===== src/rtl/ram_scan_reader.sv =====
// Read-only scan sequencer for a small synchronous RAM: walks addresses, absorbs the
// registered read latency and holds each captured address/data pair for display.
module ram_scan_reader #(
    parameter int ADDR_W = 5,
    parameter int DATA_W = 4,
    parameter int RD_LAT = 1,
    parameter int DWELL  = 50000000
) (
    input  logic              clock,
    input  logic              reset,
    input  logic              start,
    input  logic [ADDR_W-1:0] start_addr,
    input  logic              continuous,
    input  logic              step_mode,
    input  logic              step,
    input  logic              pause,
    input  logic              stop,
    output logic [ADDR_W-1:0] ram_address,
    output logic              ram_wren,
    input  logic [DATA_W-1:0] ram_q,
    output logic [ADDR_W-1:0] disp_address,
    output logic [DATA_W-1:0] disp_data,
    output logic              disp_valid,
    output logic              busy,
    output logic              done,
    output logic [2:0]        dbg_state
);
    localparam int LAT_W   = (RD_LAT > 2) ? $clog2(RD_LAT) : 1;
    localparam int DWELL_W = (DWELL > 2) ? $clog2(DWELL) : 1;

    typedef enum logic [2:0] {
        S_IDLE    = 3'd0,
        S_ISSUE   = 3'd1,
        S_WAIT    = 3'd2,
        S_CAPTURE = 3'd3,
        S_DWELL   = 3'd4
    } state_t;

    state_t              state_q, state_d;
    logic [ADDR_W-1:0]   ram_address_q, ram_address_d;
    logic [ADDR_W-1:0]   disp_address_q, disp_address_d;
    logic [DATA_W-1:0]   disp_data_q, disp_data_d;
    logic                disp_valid_q, disp_valid_d;
    logic                done_q, done_d;
    logic [LAT_W-1:0]    lat_cnt_q, lat_cnt_d;
    logic [DWELL_W-1:0]  dwell_cnt_q, dwell_cnt_d;
    logic                advance;

    always_comb begin
        state_d        = state_q;
        ram_address_d  = ram_address_q;
        disp_address_d = disp_address_q;
        disp_data_d    = disp_data_q;
        disp_valid_d   = disp_valid_q;
        done_d         = 1'b0;
        lat_cnt_d      = lat_cnt_q;
        dwell_cnt_d    = dwell_cnt_q;
        advance        = 1'b0;

        case (state_q)
            S_IDLE: begin
                if (start && !stop) begin
                    ram_address_d = start_addr;
                    state_d       = S_ISSUE;
                end
            end
            S_ISSUE: begin
                lat_cnt_d = LAT_W'(RD_LAT - 1);
                state_d   = S_WAIT;
            end
            S_WAIT: begin
                if (lat_cnt_q == '0) state_d = S_CAPTURE;
                else                 lat_cnt_d = lat_cnt_q - LAT_W'(1);
            end
            S_CAPTURE: begin
                disp_data_d    = ram_q;
                disp_address_d = ram_address_q;
                disp_valid_d   = 1'b1;
                dwell_cnt_d    = DWELL_W'(DWELL - 1);
                state_d        = S_DWELL;
            end
            S_DWELL: begin
                // The CAPTURE cycle is the first held cycle, so the word advances one
                // count early: address period is RD_LAT+DWELL+1 cycles.
                if (step_mode) begin
                    advance = step;
                end else if (!pause) begin
                    if (dwell_cnt_q <= DWELL_W'(1)) advance = 1'b1;
                    else                            dwell_cnt_d = dwell_cnt_q - DWELL_W'(1);
                end
                if (advance) begin
                    if (ram_address_q != {ADDR_W{1'b1}}) begin
                        ram_address_d = ram_address_q + ADDR_W'(1);
                        state_d       = S_ISSUE;
                    end else if (continuous) begin
                        ram_address_d = '0;
                        state_d       = S_ISSUE;
                    end else begin
                        state_d      = S_IDLE;
                        done_d       = 1'b1;
                        disp_valid_d = 1'b0;
                    end
                end
            end
            default: state_d = S_IDLE;
        endcase

        // Abort beats both capture and advance in the same cycle.
        if (stop && state_q != S_IDLE) begin
            state_d        = S_IDLE;
            ram_address_d  = ram_address_q;
            disp_address_d = disp_address_q;
            disp_data_d    = disp_data_q;
            disp_valid_d   = 1'b0;
            done_d         = 1'b0;
        end
    end

    always_ff @(posedge clock or posedge reset) begin
        if (reset) begin
            state_q        <= S_IDLE;
            ram_address_q  <= '0;
            disp_address_q <= '0;
            disp_data_q    <= '0;
            disp_valid_q   <= 1'b0;
            done_q         <= 1'b0;
            lat_cnt_q      <= '0;
            dwell_cnt_q    <= '0;
        end else begin
            state_q        <= state_d;
            ram_address_q  <= ram_address_d;
            disp_address_q <= disp_address_d;
            disp_data_q    <= disp_data_d;
            disp_valid_q   <= disp_valid_d;
            done_q         <= done_d;
            lat_cnt_q      <= lat_cnt_d;
            dwell_cnt_q    <= dwell_cnt_d;
        end
    end

    assign ram_address  = ram_address_q;
    assign ram_wren     = 1'b0;
    assign disp_address = disp_address_q;
    assign disp_data    = disp_data_q;
    assign disp_valid   = disp_valid_q;
    assign busy         = (state_q != S_IDLE);
    assign done         = done_q;
    assign dbg_state    = state_q;

endmodule


===== config.mk =====
export PLATFORM = sky130hd
export DESIGN_NAME = ram_scan_reader
export DESIGN_NICKNAME = d
export VERILOG_FILES = /design/src/rtl/ram_scan_reader.sv
export SDC_FILE = /design/constraint.sdc
export NUM_CORES = 1
export LEC_CHECK = 0
export CELL_PAD_IN_SITES_DETAIL_PLACEMENT = 1
export CELL_PAD_IN_SITES_GLOBAL_PLACEMENT = 1
export CORE_MARGIN = 3
export CORE_UTILIZATION = 38
export DETAILED_ROUTE_END_ITERATION = 10
export GPL_TIMING_DRIVEN = 0
export PLACE_DENSITY = 0.8
export SYNTH_ARGS = -nofsm -noshare
export SYNTH_HDL_FRONTEND = slang
export SYNTH_SLANG_ARGS = --single-unit

===== constraint.sdc =====
create_clock -name clock -period 2.9 [get_ports clock]
set_clock_uncertainty 0.2 [all_clocks]
set_input_delay 0.58 -clock clock [delete_from_list [all_inputs] [get_ports clock]]
set_output_delay 0.58 -clock clock [all_outputs]
set_load 0.01 [all_outputs]

==> impl_metrics.yaml, run 1 <==
synth:
  ys_seq_elements: 45
  ys_warn_count: 0
  synth_nets: 287
  synth.avg_cell_area_sq_um: 9.666
  synthCells: 266
  async_flop_share: 1.000
  synth_edf_count: 0
  ys_types: 57
  synth-seq-area-share: 0.4380
  netlist_area_sq_mm: 0.002571
  synth-main-ff-cell: "dfrtp_1"
clock_tree:
  clockBufferDepth: 2
  clkTransAtPathRegs_ps: 90
  post_cts_buffers: 0
  cts_root_buffer: "clkbuf_8"
  cts_tree: "done"
  clkLatencyLatePin_ps: 300
  htree_levels: 2
  hold_buffers: 0
  cts.sinks: 45
  cts_buffers: 5
sta:
  maxSlewViolCount: 0
  setup_viol: 0
  worst_slack_ps: 144.8
  tightest_slew_ps: 908.3
  finalHoldViolCount: 0
  max_freq_mhz: 363.0
  finalCritPeriodShare: 0.9501
  slew_headroom: 0.3922
  rsz0062_at_grt: "false"
  min_period_ps: 2755
  tns_ps: 0
  fin_hold_ws_ps: 294.0
critical_path:
  cp_top_family: "simple AND/OR/NAND/NOR gates"
  slowest_stage: "or4_4"
  cp_max_fo: 10
  crit_path_cell_trace: "or4_4 > or4b_4 > nor3_4 > buf_6 > nor3_1 > or3b_1"
  worst-path-buf-inv: 1
  cp-start-kind: "flop"
  crit_path_end_kind: "flop"
  cp_data_required_time_ps: 2870
  worst-setup-path-type: "flop to flop"
  cp_slowest_stage_delay_ps: 580
  arrival_ps: 2730
global_route:
  global_route.usage.met1: 0.2517
  grt_max_degree: 24
  grt_use_total: 0.1860
  use_met2: 0.3195
  grt_pass1_vias: 2304
  grtUsageMet3: 0.02793
  antenna_found_initial: 0
  gr-total-overflow: 0
  busiest_layer: "met2"
  grt_pass1_wl_mm: 11.40
placed_design:
  portBuffers: 35
  place_ws_ps: -340.8
  dp_hpwl_mm: 5.259
  gp_congestion: 0.8090
drt:
  routedWlPerCell_um: 17.96
  drc: 0
  num_vias: 2227
  viasPerCell: 5.769
  dr.pass1.iters: 4
  ant_nets: 0
  drt_wl_total_mm: 6.933
  drt_iter0_drc: 87
die:
  start_util: 0.3981
  floorplan.rows: 29
  core_sq_mm: 0.006459
  die_x_um: 88.26
  die_h_um: 88.26
  io_pins: 38
  dieArea_sq_mm: 0.007789
finish:
  area_growth_pct: 23.65
  drive_gt1_frac: 0.1392
  antennaDiodeCount: 0
  fin_nets: 330
run:
  max_cap_violations: 0
worst_hold_path:
  hold_class: "flop to flop"
power:
  ir_worst_vdd_mv: 0.2614
  power.density_mw_per_mm2: 601.6
  p_leak_nw: 1.210
status:
  status: "finished, final reports clean"
power breakdown:
group          switching [mW]  internal (mW)  total [mW]
registers               0.128          0.768       0.896
clock network           0.216          0.251       0.467
logic                   0.228          0.321       0.549
layer usage:
metal	vias to the layer above	share of wire
met5	-	0
met4	0	0.0079
met3	7	0.017
met2	20	0.51
met1	1123	0.47
li1	1077	-
state kept, by name (all words and copies together) (netlist names):
signal and cells:
disp_address 5, dbg_state 3, ram_address 5, disp_data 4, disp_valid 1, done 1, dwell_cnt_q 26
kinds of logic (layout without fill, tap and decap cells):
logic type / count (synthesis) / after routing / synth area share
and+or+nand+nor: 122 / 122 / 0.2764
AOI/OAI and AO/OA: 52 / 52 / 0.1455
DFF: 45 / 45 / 0.4380
buffers and inverters: 22 / 65 / 0.03698
muxes: 17 / 17 / 0.07202
adders and majority gates: 4 / 4 / 0.01947
xor gates and xnor gates: 3 / 3 / 0.01022
other: 1 / 1 / 0.001458
worst reg2reg max path: stages (launching register included):
cell,delay [ps]
dfrtp_1,420
or4_4,580
or4b_4,580
nor3_4,250
buf_6,190
nor3_1,50
or3b_1,350
cell type report:
cell class                 count  area [sq um]
clock inverter                 2         35.03
buffer                        15         68.82
sequential                    45          1126
fill                         751          3279
inverter                       7         26.28
timing repair buffer          36         377.9
clock buffer                   5         68.82
multi-input combinational    199          1380
tap                           77         96.34
cells in the mapped netlist, types with 2 or more instances:
| cell | instances | share of area |
|---|---|---|
| nor4_1 | 6 | 0.015 |
| or2_2 | 7 | 0.017 |
| o211ai_1 | 2 | 0.0058 |
| a211oi_1 | 2 | 0.0058 |
| clkbuf_1 | 12 | 0.018 |
| and3_1 | 3 | 0.0073 |
| o21ai_0 | 5 | 0.0097 |
| nor2_1 | 20 | 0.029 |
| dfrtp_1 | 45 | 0.44 |
| xnor2_1 | 3 | 0.010 |
| o31ai_1 | 9 | 0.026 |
| mux2i_1 | 5 | 0.019 |
| a31oi_1 | 6 | 0.015 |
| nand2_1 | 22 | 0.032 |
| nor3_1 | 11 | 0.021 |
| or4_4 | 2 | 0.0088 |
| a311oi_1 | 4 | 0.014 |
| or4_1 | 8 | 0.023 |
| a21oi_1 | 9 | 0.018 |
| and2_1 | 6 | 0.015 |
| mux2_2 | 12 | 0.053 |
| a2111oi_0 | 3 | 0.010 |
| inv_1 | 7 | 0.010 |
| nor2b_1 | 2 | 0.0049 |
| nand3_1 | 12 | 0.023 |
| or3_1 | 7 | 0.017 |
| nand2b_1 | 3 | 0.0073 |
| ha_1 | 4 | 0.019 |
placed cells by master, fill, tap and decap left out, types with 2 or more instances in the layout:
cell type,n
a21oi_1,9
nor2b_1,2
nor4_1,6
or4_1,8
o211ai_1,2
nand3_1,12
nor3_1,11
clkdlybuf4s50_1,35
ha_1,4
o21ai_0,5
xnor2_1,3
clkbuf_1,12
a211oi_1,2
nand2_1,22
dfrtp_1,45
a311oi_1,4
nor2_1,20
or2_2,7
or3_1,7
a31oi_1,6
or4_4,2
and3_1,3
inv_1,6
o31ai_1,9
nand2b_1,3
mux2i_1,5
clkbuf_8,5
and2_1,6
mux2_2,12
repair_timing:
| item | 4_1_cts | 5_1_grt |
|---|---|---|
| gates cloned | 0 | 0 |
| setup endpoints to repair | 7 | 4 |
| pin swaps | 0 | 1 |
| endpoints found under the hold margin | 0 | 0 |
| gates resized for setup | 4 | 1 |
metrics by stage:
stage / cell area, sq um / power, mW / utilization / instances
global placement: 3019 / 1.422 / 0.4675 / 378
global route: 3179 / 2.040 / 0.4923 / 386
CTS: 3174 / 1.932 / 0.4915 / 386
detailed placement: 3047 / 1.460 / 0.4717 / 379
finish: 3179 / 1.913 / 0.4923 / 386
floorplan: 2572 / 1.160 / - / 266
final timing paths:
| path | endpoint | cells past startpoint | from | slack (ps) |
|---|---|---|---|---|
| min in group asynchronous | disp_data[1] | 2 | reset | 450 |
| hold reg to reg | dwell_cnt_q[21] | 1 | dwell_cnt_q[21] | 290 |
| max in group asynchronous | dwell_cnt_q[7] | 3 | reset | 1530 |
| setup / recovery | dwell_cnt_q[3] | 6 | dwell_cnt_q[14] | 140 |
| hold / removal | dwell_cnt_q[21] | 1 | dwell_cnt_q[21] | 290 |
| setup reg to reg | dwell_cnt_q[3] | 6 | dwell_cnt_q[14] | 140 |
Note: power is estimated with default switching activity, not from simulation.
==> run 2, diff against run 1 <==
CAP_MARGIN = 30   (was unset)
==> impl_metrics.yaml, run 2 (synthesized netlist as in run 1, its figures left out) <==
status:
  status: "finished, final reports clean"
clock_tree:
  cts_root_buffer: "clkbuf_8"
  clkTransAtPathRegs_ps: 90
  post_cts_buffers: 0
  cts_tree: "done"
  clockBufferDepth: 2
  cts.sinks: 45
  hold_buffers: 0
  clkLatencyLatePin_ps: 300
  cts_buffers: 5
  htree_levels: 2
sta:
  setup_viol: 0
  max_freq_mhz: 363.0
  min_period_ps: 2755
  maxSlewViolCount: 0
  rsz0062_at_grt: "false"
  finalCritPeriodShare: 0.9501
  finalHoldViolCount: 0
  slew_headroom: 0.3922
  worst_slack_ps: 144.8
  tns_ps: 0
  tightest_slew_ps: 908.3
  fin_hold_ws_ps: 294.0
die:
  io_pins: 38
  core_sq_mm: 0.006459
  die_x_um: 88.26
  floorplan.rows: 29
  die_h_um: 88.26
  dieArea_sq_mm: 0.007789
  start_util: 0.3981
placed_design:
  placed_area_sq_mm: 0.003047
  gp_congestion: 0.8090
  portBuffers: 35
  dp_hpwl_mm: 5.259
  place_ws_ps: -340.8
power:
  ir_worst_vdd_mv: 0.2614
  power.density_mw_per_mm2: 601.6
  seq_power_share: 0.469
  power_frac_clock: 0.244
  share_comb_of_total_power: 0.287
  swShare: 0.2994
  p_leak_nw: 1.210
  switching_power_uw: 572.7
  internal_power_mw: 1.340
global_route:
  grt_use_total: 0.1860
  antenna_found_initial: 0
  grt_pass1_wl_mm: 11.40
  gr-total-overflow: 0
  grt_max_degree: 24
  grt_pass1_vias: 2304
drt:
  wl_met2_mm: 3.526
  viasPerCell: 5.769
  drc: 0
  drt_iter0_drc: 87
  routedWlPerCell_um: 17.96
  dr.pass1.iters: 4
  ant_nets: 0
  met1_length_mm: 3.231
  met3_length_um: 120
  top_layer: "met4"
  num_vias: 2227
  drt_wl_total_mm: 6.933
finish:
  fin_nets: 330
  drive_gt1_frac: 0.1392
  multi_input_area_sq_mm: 0.001380
  final_common_cell: "dfrtp_1"
  regArea_sq_mm: 0.001126
  n_fill_cell: 751
  largest_register_ffs: 26
  fin_area_sq_mm: 0.003179
  regMostFlops: "dwell_cnt_q"
  area_growth_pct: 23.65
  antennaDiodeCount: 0
  final_util: 0.4923
  final_cell_mix: "45 x dfrtp_1, 35 x clkdlybuf4s50_1, 22 x nand2_1"
worst_hold_path:
  hold_class: "flop to flop"
critical_path:
  crit_path_cell_trace: "or4_4 > or4b_4 > nor3_4 > buf_6 > nor3_1 > or3b_1"
  worst-path-buf-inv: 1
  slowest_stage: "or4_4"
  cp-start-kind: "flop"
  crit_path_end_kind: "flop"
  worst-setup-path-type: "flop to flop"
  cp_slowest_stage_delay_ps: 580
  cp_top_family: "simple AND/OR/NAND/NOR gates"
  cp_data_required_time_ps: 2870
  cp_max_fo: 10
  arrival_ps: 2730
run:
  max_cap_violations: 0
## run 2: power by group through the flow
stage          Sequential [mW]  Combinational, mW  Clock (mW)
5_1_grt                  0.919              0.611       0.510
3_3_place_gp             0.896              0.525           0
2_1_floorplan            0.919              0.241           0
3_5_place_dp             0.909              0.551           0
4_1_cts                  0.897              0.560       0.475
6_report                 0.896              0.549       0.467
## run 2: final cells by class
type                       count  share of cell area
tap                           77             0.03030
sequential                    45              0.3542
clock inverter                 2             0.01102
buffer                        15             0.02165
clock buffer                   5             0.02165
timing repair buffer          36              0.1189
multi-input combinational    199              0.4341
inverter                       7            0.008264
## run 2: final timing paths
kind                                  from              end  slack, ps  cells past startpoint
min reg2reg                dwell_cnt_q[21]  dwell_cnt_q[21]        290                      1
max reg2reg                dwell_cnt_q[14]   dwell_cnt_q[3]        140                      6
min                        dwell_cnt_q[21]  dwell_cnt_q[21]        290                      1
max                        dwell_cnt_q[14]   dwell_cnt_q[3]        140                      6
max in group asynchronous            reset   dwell_cnt_q[7]       1530                      3
min in group asynchronous            reset     disp_data[1]        450                      2
## run 2: timing repair
action | 4_1_cts | 5_1_grt
endpoints found under the setup margin | 7 | 4
pin swaps | 0 | 1
gates resized for setup | 4 | 1
## run 2: per-layer routing
| layer | global-route usage | vias to the layer above |
|---|---|---|
| li1 | - | 1077 |
| met1 | 0.2517 | 1123 |
| met2 | 0.3195 | 20 |
| met3 | 0.02793 | 7 |
| met4 | 0.03297 | 0 |
| met5 | 0 | - |
## run 2: stage by stage
stage | std cells | power [mW]
floorplan | 266 | 1.160
global placement | 378 | 1.422
detailed placement | 379 | 1.460
CTS | 386 | 1.932
global route | 386 | 2.040
finish | 386 | 1.913
## run 2: worst reg2reg max path, stage by stage, from the launching register on
cell and delay [ps]:
dfrtp_1 420, or4_4 580, or4b_4 580, nor3_4 250
buf_6 190, nor3_1 50, or3b_1 350
